--- src/rtl/particle_pkg.sv ---
// Shared types, field layout and saturation helper for the particle kinematics datapath.
package particle_pkg;

    typedef logic signed [15:0] fix16_t;

    typedef struct packed {
        fix16_t pos_x;
        fix16_t pos_y;
        fix16_t vel_x;
        fix16_t vel_y;
    } particle_t;

    localparam int FIELD_W   = 16;
    localparam int POS_X_LSB = 48;
    localparam int POS_Y_LSB = 32;
    localparam int VEL_X_LSB = 16;
    localparam int VEL_Y_LSB = 0;

    typedef enum logic [2:0] {
        IDLE,
        READ,
        LATCH,
        CALC,
        EMIT,
        DONE
    } integ_state_t;

    function automatic fix16_t sat16(input logic signed [16:0] x);
        if (x > 17'sd32767)
            return 16'sh7FFF;
        else if (x < -17'sd32768)
            return 16'sh8000;
        else
            return x[15:0];
    endfunction

endpackage

--- src/rtl/particle_axis_step.sv ---
// One axis of gravity + explicit-Euler step, with wall clamp and damped reflection.
module particle_axis_step
    import particle_pkg::*;
#(
    parameter fix16_t G          = 16'sd0,
    parameter int     DT_SHIFT   = 2,
    parameter int     DAMP_SHIFT = 1,
    parameter fix16_t BOUND_MAX  = 16'sh7F00
) (
    input  fix16_t p_in,
    input  fix16_t v_in,
    output fix16_t p_out,
    output fix16_t v_out
);

    logic signed [16:0] v_sum;
    logic signed [16:0] p_sum;
    logic signed [16:0] v_neg;
    fix16_t             v1;
    fix16_t             p1;
    fix16_t             step;

    always_comb begin
        v_sum = $signed({v_in[15], v_in}) + $signed({G[15], G});
        v1    = sat16(v_sum);
        step  = v1 >>> DT_SHIFT;
        p_sum = $signed({p_in[15], p_in}) + $signed({step[15], step});
        p1    = sat16(p_sum);
        // 17-bit negate so that -(-32768) saturates instead of wrapping
        v_neg = -($signed({v1[15], v1}) >>> DAMP_SHIFT);
        p_out = p1;
        v_out = v1;
        if (p1 < 16'sd0) begin
            p_out = 16'sd0;
            v_out = sat16(v_neg);
        end else if (p1 > BOUND_MAX) begin
            p_out = BOUND_MAX;
            v_out = sat16(v_neg);
        end
    end

endmodule

--- src/rtl/particle_integrator.sv ---
// Per-frame particle integrator: read, latch, compute, emit one particle every four cycles,
// then pulse activate so the downstream buffer can copy results back.
module particle_integrator
    import particle_pkg::*;
#(
    parameter int     ADDR_WIDTH = 7,
    parameter int     RAM_WIDTH  = 64,
    parameter fix16_t GRAVITY    = -16'sd16,
    parameter int     DT_SHIFT   = 2,
    parameter int     DAMP_SHIFT = 1,
    parameter fix16_t BOUND_MAX  = 16'sh7F00
) (
    input  logic                  clk_in,
    input  logic                  rst_n,
    input  logic                  start,
    input  logic [ADDR_WIDTH:0]   particle_count,
    input  logic                  done_swapping,
    output logic [ADDR_WIDTH-1:0] rd_addr,
    input  logic [RAM_WIDTH-1:0]  rd_data,
    output logic [ADDR_WIDTH-1:0] addr_out,
    output logic [RAM_WIDTH-1:0]  mem_out,
    output logic                  data_valid_out,
    output logic                  activate,
    output logic                  busy
);

    integ_state_t          state_q, state_d;
    logic [ADDR_WIDTH-1:0] idx_q;
    logic [ADDR_WIDTH:0]   count_q;
    logic [ADDR_WIDTH:0]   idx_next;
    logic                  accept;
    logic                  last;

    logic [RAM_WIDTH-1:0]  word_p0;
    particle_t             in_p1;
    particle_t             out_p1;

    assign rd_addr  = idx_q;
    assign accept   = (state_q == IDLE) && start && done_swapping;
    assign idx_next = {1'b0, idx_q} + (ADDR_WIDTH+1)'(1);
    assign last     = (idx_next >= count_q);

    always_comb begin
        state_d = state_q;
        case (state_q)
            IDLE:    if (accept) state_d = (particle_count != '0) ? READ : DONE;
            READ:    state_d = LATCH;
            LATCH:   state_d = CALC;
            CALC:    state_d = EMIT;
            EMIT:    state_d = last ? DONE : READ;
            DONE:    state_d = IDLE;
            default: state_d = IDLE;
        endcase
    end

    // LATCH stage: capture the buffer word addressed during READ
    always_ff @(posedge clk_in) begin
        if (state_q == LATCH)
            word_p0 <= rd_data;
    end

    // CALC stage: unpack, step both axes, repack
    assign in_p1.pos_x = word_p0[POS_X_LSB +: FIELD_W];
    assign in_p1.pos_y = word_p0[POS_Y_LSB +: FIELD_W];
    assign in_p1.vel_x = word_p0[VEL_X_LSB +: FIELD_W];
    assign in_p1.vel_y = word_p0[VEL_Y_LSB +: FIELD_W];

    particle_axis_step #(
        .G(16'sd0), .DT_SHIFT(DT_SHIFT), .DAMP_SHIFT(DAMP_SHIFT), .BOUND_MAX(BOUND_MAX)
    ) u_axis_x (
        .p_in(in_p1.pos_x), .v_in(in_p1.vel_x), .p_out(out_p1.pos_x), .v_out(out_p1.vel_x)
    );

    particle_axis_step #(
        .G(GRAVITY), .DT_SHIFT(DT_SHIFT), .DAMP_SHIFT(DAMP_SHIFT), .BOUND_MAX(BOUND_MAX)
    ) u_axis_y (
        .p_in(in_p1.pos_y), .v_in(in_p1.vel_y), .p_out(out_p1.pos_y), .v_out(out_p1.vel_y)
    );

    // EMIT stage: outputs registered on the CALC->EMIT edge
    always_ff @(posedge clk_in or negedge rst_n) begin
        if (!rst_n) begin
            state_q        <= IDLE;
            idx_q          <= '0;
            count_q        <= '0;
            addr_out       <= '0;
            mem_out        <= '0;
            data_valid_out <= 1'b0;
            activate       <= 1'b0;
            busy           <= 1'b0;
        end else begin
            state_q        <= state_d;
            busy           <= (state_d != IDLE);
            activate       <= (state_d == DONE);
            data_valid_out <= (state_d == EMIT);
            if (accept) begin
                idx_q   <= '0;
                count_q <= particle_count;
            end else if (state_q == EMIT) begin
                idx_q <= idx_q + ADDR_WIDTH'(1);
            end
            if (state_q == CALC) begin
                addr_out <= idx_q;
                mem_out  <= RAM_WIDTH'(out_p1);
            end
        end
    end

endmodule

--- config.mk ---
export PLATFORM = sky130hd
export DESIGN_NAME = particle_integrator
export DESIGN_NICKNAME = d
export VERILOG_FILES = /design/src/rtl/particle_pkg.sv /design/src/rtl/particle_axis_step.sv /design/src/rtl/particle_integrator.sv
export SDC_FILE = /design/constraint.sdc
export NUM_CORES = 1
export LEC_CHECK = 0
export ABC_AREA = 1
export BUFFER_PORTS_ARGS = -buffer_cell sky130_fd_sc_hd__buf_2
export CELL_PAD_IN_SITES_DETAIL_PLACEMENT = 0
export CELL_PAD_IN_SITES_GLOBAL_PLACEMENT = 1
export CORE_ASPECT_RATIO = 1.1
export CORE_MARGIN = 1
export CORE_UTILIZATION = 43
export CTS_CLUSTER_SIZE = 20
export DETAILED_ROUTE_END_ITERATION = 16
export GPL_TIMING_DRIVEN = 0
export PLACE_DENSITY = 0.92
export SKIP_LAST_GASP = 1
export SLEW_MARGIN = 20
export SYNTH_ARGS = -nofsm -noshare
export SYNTH_HDL_FRONTEND = slang
export SYNTH_SLANG_ARGS = --single-unit
--- constraint.sdc ---
create_clock -name clk_in -period 4.9 [get_ports clk_in]
set_input_delay 0 -clock clk_in [delete_from_list [all_inputs] [get_ports clk_in]]
set_output_delay 0 -clock clk_in [all_outputs]
set_load 0.02 [all_outputs]
# == Word level (Yosys, flattened, before mapping) ==
# Cells that the tools add are included.
# classes
magnitude_cmp,17
eq_ne,6
n_reduce_logical,6
mux,26
n_addsub,7
# ops
cell,count
2-to-1 mux 16 bit,20
greater-than comparator 17 x 16 -> 1 bit (second input constant),5
< comparator 17 x 16 -> 1 bit (second input constant),5
greater-than comparator 16 bit (second input constant),3
adder 16 x 14 -> 17 bit,2
negation 15 -> 17 bit,2
< comparator 16 x 1 -> 1 bit (second input constant),2
adder 16 x 5 -> 17 bit (second input constant),1
< comparator 16 bit (second input constant),1
case mux 3 bit (5 select lines),1
2-to-1 mux 7 bit,2
== test 3 bit (second input constant),3
2-to-1 mux 3 bit,3
adder 7 x 1 -> 8 bit (second input constant),1
>= comparator 8 bit,1
nonzero test 8 bit,1
adder 7 x 1 -> 7 bit (second input constant),1
== test 3 x 2 -> 1 bit (second input constant),2
== test 3 x 1 -> 1 bit (second input constant),1
zero test 3 bit,1
nonzero test 3 bit,1
logical AND 1 bit,2
nonzero test 2 bit,1
# totals
regBits,156
output_inout_bits,81
inputBits,76
elab_cells,71

# == Logic depth before layout (Yosys ltp) ==
# logic_depth
depth_word,11
ltp_mapped,38
depth_no_buf,34

# == Modules after synthesis ==
# Synthesis repeated with hierarchy kept, for this count alone.
# unflattened
cells_unflattened,1319
area_unflattened_um2,10168.5
# modules_own_cells
mod,area_per_inst_um2,cells_per_inst,instances
particle_integrator,5734.2,503,1
particle_axis_step at u_axis_y,2583.7,460,1
particle_axis_step at u_axis_x,1850.5,356,1

# == Worst setup path before layout ==
# Ideal clock, no wire load.
# synth_path
path_type,register to register
from,"register word_p0[4], in the netlist in_p1[4]"
to,register mem_out[14]
period_less_slack_ps,4052
setup_time_ps,121
stages_incl_launch_ff,32
path_slack_ps,848
n_path_buf,4
arrival_ps,3931
cell_sequence,edfxtp_1 -> inv_2 -> ha_1 -> buf_2 -> nand3_2 -> nor2_2 -> nand3_1 -> nand2_4 -> o211ai_4 -> buf_6 -> nand2_1 -> nand2_1 -> ha_1 -> fa_1 -> nand3_1 -> nand2_1 -> nand2_1 -> nand3_2 -> nand3_2 -> nand3_2 -> nand2_4 -> inv_6 -> nand2_2 -> buf_6 -> nand2_1 -> nor2_1 -> nand3b_1 -> nand3_2 -> nand2_4 -> buf_6 -> a21oi_2 -> a21oi_2
# synth_via
elab_chain_cells,11
word_cells_on_any_way,19
# synth_lines
element,line_no,text
start: declaration,particle_integrator.sv:34,logic [RAM_WIDTH-1:0] word_p0;
start signal: assignment,particle_integrator.sv:59,word_p0 <= rd_data;
adder 16 x 5 -> 17 bit *,particle_axis_step.sv:24,"v_sum = $signed({v_in[15], v_in}) + $signed({G[15], G});"
< comparator 17 x 16 -> 1 bit,particle_pkg.sv:31,else if (x < -17'sd32768)
2-to-1 mux 16 bit,particle_pkg.sv:31,
2-to-1 mux 16 bit *,particle_pkg.sv:29,if (x > 17'sd32767)
adder 16 x 14 -> 17 bit,particle_axis_step.sv:27,"p_sum = $signed({p_in[15], p_in}) + $signed({step[15], step});"
< comparator 17 x 16 -> 1 bit,particle_pkg.sv:31,
2-to-1 mux 16 bit,particle_pkg.sv:31,
2-to-1 mux 16 bit,particle_pkg.sv:29,
greater-than comparator 16 bit,particle_axis_step.sv:36,end else if (p1 > BOUND_MAX) begin
2-to-1 mux 16 bit,particle_axis_step.sv:36,
2-to-1 mux 16 bit *,particle_axis_step.sv:33,if (p1 < 16'sd0) begin
end signal: assignment,particle_integrator.sv:104,mem_out <= RAM_WIDTH'(out_p1);
end: declaration,particle_integrator.sv:21,"output logic [RAM_WIDTH-1:0] mem_out,"
# Mark *: on every way between the ends. The rest lies on a longest branch, timed or not.
# A chain may end at the register's enable or synchronous reset.

# == Worst setup path after layout ==
# layout_path
from,"register word_p0[4], in the netlist in_p1[4]"
to,register mem_out[13]
# Same word-level chain as after synthesis.

==> metrics.txt <==
result of the run complete, no violations; initial standard-cell utilization of the core 0.441; GR Util met3 0.0399; DRT Pass-1 Iters 5; max frequency between 200 and 250 MHz; number of distinct library cell variants in the gate-level netlist after synthesis between 50 and 60; register area share after synthesis 0.440; average via count per standard cell around 5; buffer depth of the longest clock path 2; total number of vias ~8500; most heavily used metal layer in global routing met2; worst slew pin tran 0.725 ns; Die X between 100 and 150 um; count of inserted antenna diode cells 0; GR Layer Usage met2 0.375; Arr. time, crit path 5.00 ns; GRT Resource Usage Total 0.234; Final ANT Viol Nets 0; 1st-iter DRT viols between 400 and 500; clock network fraction of total power 0.150; DRC violations left 0; Total Nets Final about 1500; area share of the largest cell type after synthesis 0.237; Mapped Cells ~1100; post-detail-place hpwl 19400 um; Post-Route Skew roughly 0.0099 ns; count of flip-flops with a built-in enable after synthesis 64; share of synthesized registers carrying an async set or reset 0.584; total clock buffers created by CTS 17; highest-delay cell along the critical path sky130_fd_sc_hd__edfxtp_1; dominant cell type by area after synthesis sky130_fd_sc_hd__dfrtp_1; class of the tightest hold or removal check in2async; Synth Warn # 0; DIE HEIGHT 158 um; area of the die about 23000 um^2; CTS tree yes; Floorplan Core Area roughly 22000 um^2; sum of routed wire length over all layers around 26000 um; synth top area cells sky130_fd_sc_hd__dfrtp_1, sky130_fd_sc_hd__edfxtp_1, sky130_fd_sc_hd__nand2_1; critical path type reg2reg; final critical-path required period 4.69 ns; Switch Pwr around 0.0045 W; number of maximum-capacitance violations 0; weighted congestion at the end of routability-driven global placement around 0.90; worst-case reg-to-reg path depth 31; first-pass GRT wire length 40500 um; required time reported for the critical path endpoint between 5 and 6 ns; portion of total power attributed to sequential cells 0.247; net switching fraction of the power 0.480; count of endpoints failing hold in the final timing report 0; startpoint type of the worst setup path register; FF-to-FF Start in_p1[4]; total global routing overflow 0; PortBufs roughly 150; primary flip-flop cell chosen by synthesis mapping sky130_fd_sc_hd__dfrtp_1; synthesized area per cell roughly 8.4 um^2; post-placement setup slack -0.112 ns; vias in the first global route between 8000 and 9000; maximum number of pins on one net before global-route repair 80; I/O pin count between 150 and 200; area growth from synthesis to layout 29.6%; proportion of power drawn by combinational gates 0.603; number of setup violations in the final report 0; internal power around 0.0048 W; num rows between 50 and 60; Final Slew Violations 0; antenna violations before repair 0; Lkg Pwr 6.02 nW; clock root buffer sky130_fd_sc_hd__clkbuf_16; clock transition at the registers of the reported paths roughly 0.060 ns; dominant cell by count in the synthesized netlist sky130_fd_sc_hd__nand2_1; Yosys reg bits roughly 150; GRT met1 Usage 0.316; # clock sinks between 150 and 200; WHS about 0.13 ns; number of levels the H-tree was split into 4; Max rail drop VDD about 0.44 mV; crit-path max FO 10; fraction of layout cells with a size suffix above 1 0.238; Pwr Density 758 nW/um^2; area of the mapped netlist roughly 9500 um^2; Crit Reg-Reg Endpoint mem_out[13]; share of the clock period used by the worst path after layout 0.957; slew margin rel. 0.517; maximum cell stage delay along the critical path roughly 0.46 ns; DR WL/cell around 15 um; Worst R2R Setup Slack roughly 0.21 ns; Final Worst Setup Slack around 0.21 ns; Skew-Pair Late Insertion Delay roughly 0.43 ns; ranking of synthesized cells by instance count sky130_fd_sc_hd__nand2_1, sky130_fd_sc_hd__inv_1, sky130_fd_sc_hd__nand3_1; CP endpoint kind register
## critical path, delay by kind of cell (launching register included)
family	cells	cell delay (ns)
DFF	1	0.46
buffers and inverters	7	0.94
and+or+nand+nor	20	2.22
adders and majority gates	3	0.72
AOI/OAI and AO/OA	1	0.22
## flip-flops by register name, summed over array words and instances (netlist names)
register and cells:
in_p1 64, data_valid_out 1, activate 1, mem_out 62, state_q 3, rd_addr 7
count_q 8, busy 1, addr_out 7
## area by class of cell
cell class	instances	area [um^2]
Fill cell	1967	9210
Clock inverter	12	173
Clock buffer	20	447
Sequential cell	154	4170
Inverter	116	449
Buffer	45	275
Timing Repair Buffer	244	1680
Multi-Input combinational cell	814	4740
Tap cell	290	363
## kinds of logic (layout without fill, tap and decap cells)
logic type / count (synthesis) / after routing / synth area share
simple gates: 551 / 551 / 0.270
other cells: 1 / 2 / 0.000395
compound gates: 169 / 169 / 0.110
flops: 154 / 154 / 0.440
buf+inv: 161 / 437 / 0.0747
mux: 1 / 1 / 0.00119
xor+xnor: 45 / 45 / 0.0415
fa+ha+maj: 46 / 46 / 0.0622
## how the worst max path moves through the flow
stage	startpoint	to	slack, ns	depth (start not counted)
finish	in_p1[4]	mem_out[13]	0.21	31
global route	in_p1[4]	mem_out[10]	-0.06	33
CTS	in_p1[4]	mem_out[2]	0.006	35
detailed placement	in_p1[4]	mem_out[2]	-0.11	31
global placement	in_p1[4]	mem_out[2]	-0.09	31
floorplan	in_p1[4]	mem_out[14]	0.85	31
## per-stage QoR
stage	TNS [ns]	std cells	total power, W	cell area [um^2]	util
2_1_floorplan	0	1129	0.00619	9500	-
3_3_place_gp	-0.370	1573	0.00754	10600	0.494
3_5_place_dp	-0.479	1576	0.00762	10700	0.498
4_1_cts	0	1686	0.00913	12100	0.563
5_1_grt	-0.300	1695	0.0101	12300	0.572
6_report	0	1695	0.00932	12300	0.572
## layout by cell type, fill, tap and decap left out, types with 5 or more instances in the layout
| cell type | netlist | layout |
|---|---|---|
| sky130_fd_sc_hd__clkbuf_1 | 26 | 28 |
| sky130_fd_sc_hd__buf_2 | 6 | 157 |
| sky130_fd_sc_hd__buf_6 | 9 | 9 |
| sky130_fd_sc_hd__a22o_1 | 12 | 12 |
| sky130_fd_sc_hd__nand2_4 | 8 | 9 |
| sky130_fd_sc_hd__o21ai_2 | 5 | 5 |
| sky130_fd_sc_hd__buf_4 | 3 | 17 |
| sky130_fd_sc_hd__nand3_2 | 16 | 15 |
| sky130_fd_sc_hd__nand2_2 | 18 | 23 |
| sky130_fd_sc_hd__nor3_1 | 5 | 5 |
| sky130_fd_sc_hd__inv_2 | 15 | 14 |
| sky130_fd_sc_hd__o21ai_0 | 48 | 48 |
| sky130_fd_sc_hd__xor2_1 | 31 | 31 |
| sky130_fd_sc_hd__nor2_2 | 8 | 10 |
| sky130_fd_sc_hd__a21oi_2 | 5 | 10 |
| sky130_fd_sc_hd__edfxtp_1 | 64 | 64 |
| sky130_fd_sc_hd__o21ai_1 | 18 | 18 |
| sky130_fd_sc_hd__inv_1 | 98 | 97 |
| sky130_fd_sc_hd__o21a_1 | 5 | 5 |
| sky130_fd_sc_hd__xnor2_1 | 14 | 13 |
| sky130_fd_sc_hd__clkbuf_16 | 0 | 17 |
| sky130_fd_sc_hd__nand4_1 | 16 | 16 |
| sky130_fd_sc_hd__dlygate4sd3_1 | 0 | 74 |
| sky130_fd_sc_hd__nand3_1 | 91 | 91 |
| sky130_fd_sc_hd__nand2_1 | 288 | 282 |
| sky130_fd_sc_hd__nor2_1 | 82 | 79 |
| sky130_fd_sc_hd__a21oi_1 | 55 | 50 |
| sky130_fd_sc_hd__dfrtp_1 | 90 | 90 |
| sky130_fd_sc_hd__ha_1 | 44 | 38 |
| sky130_fd_sc_hd__nand3b_1 | 6 | 6 |
## metal layers
metal	share of wire	up-vias
met3	0.046	29
li1	-	4278
met4	0.020	0
met5	0	-
met1	0.47	3978
met2	0.46	233
## power by group through the flow
stage               combinational [W]  sequential (W)  clock (W)
detailed placement            0.00531         0.00231          0
floorplan                     0.00360         0.00259          0
global route                  0.00628         0.00236    0.00148
finish                        0.00562         0.00230    0.00140
global placement              0.00521         0.00233          0
CTS                           0.00542         0.00229    0.00142
## what timing repair did
action                     4_1_cts  5_1_grt
hold endpoints to repair       162        0
setup endpoints to repair       12       24
hold buffers                    74        0
buffers inserted                 4        9
gates resized for setup          3       28
pin swaps                        2        5
No activity file was read; power rests on OpenSTA's default activity.
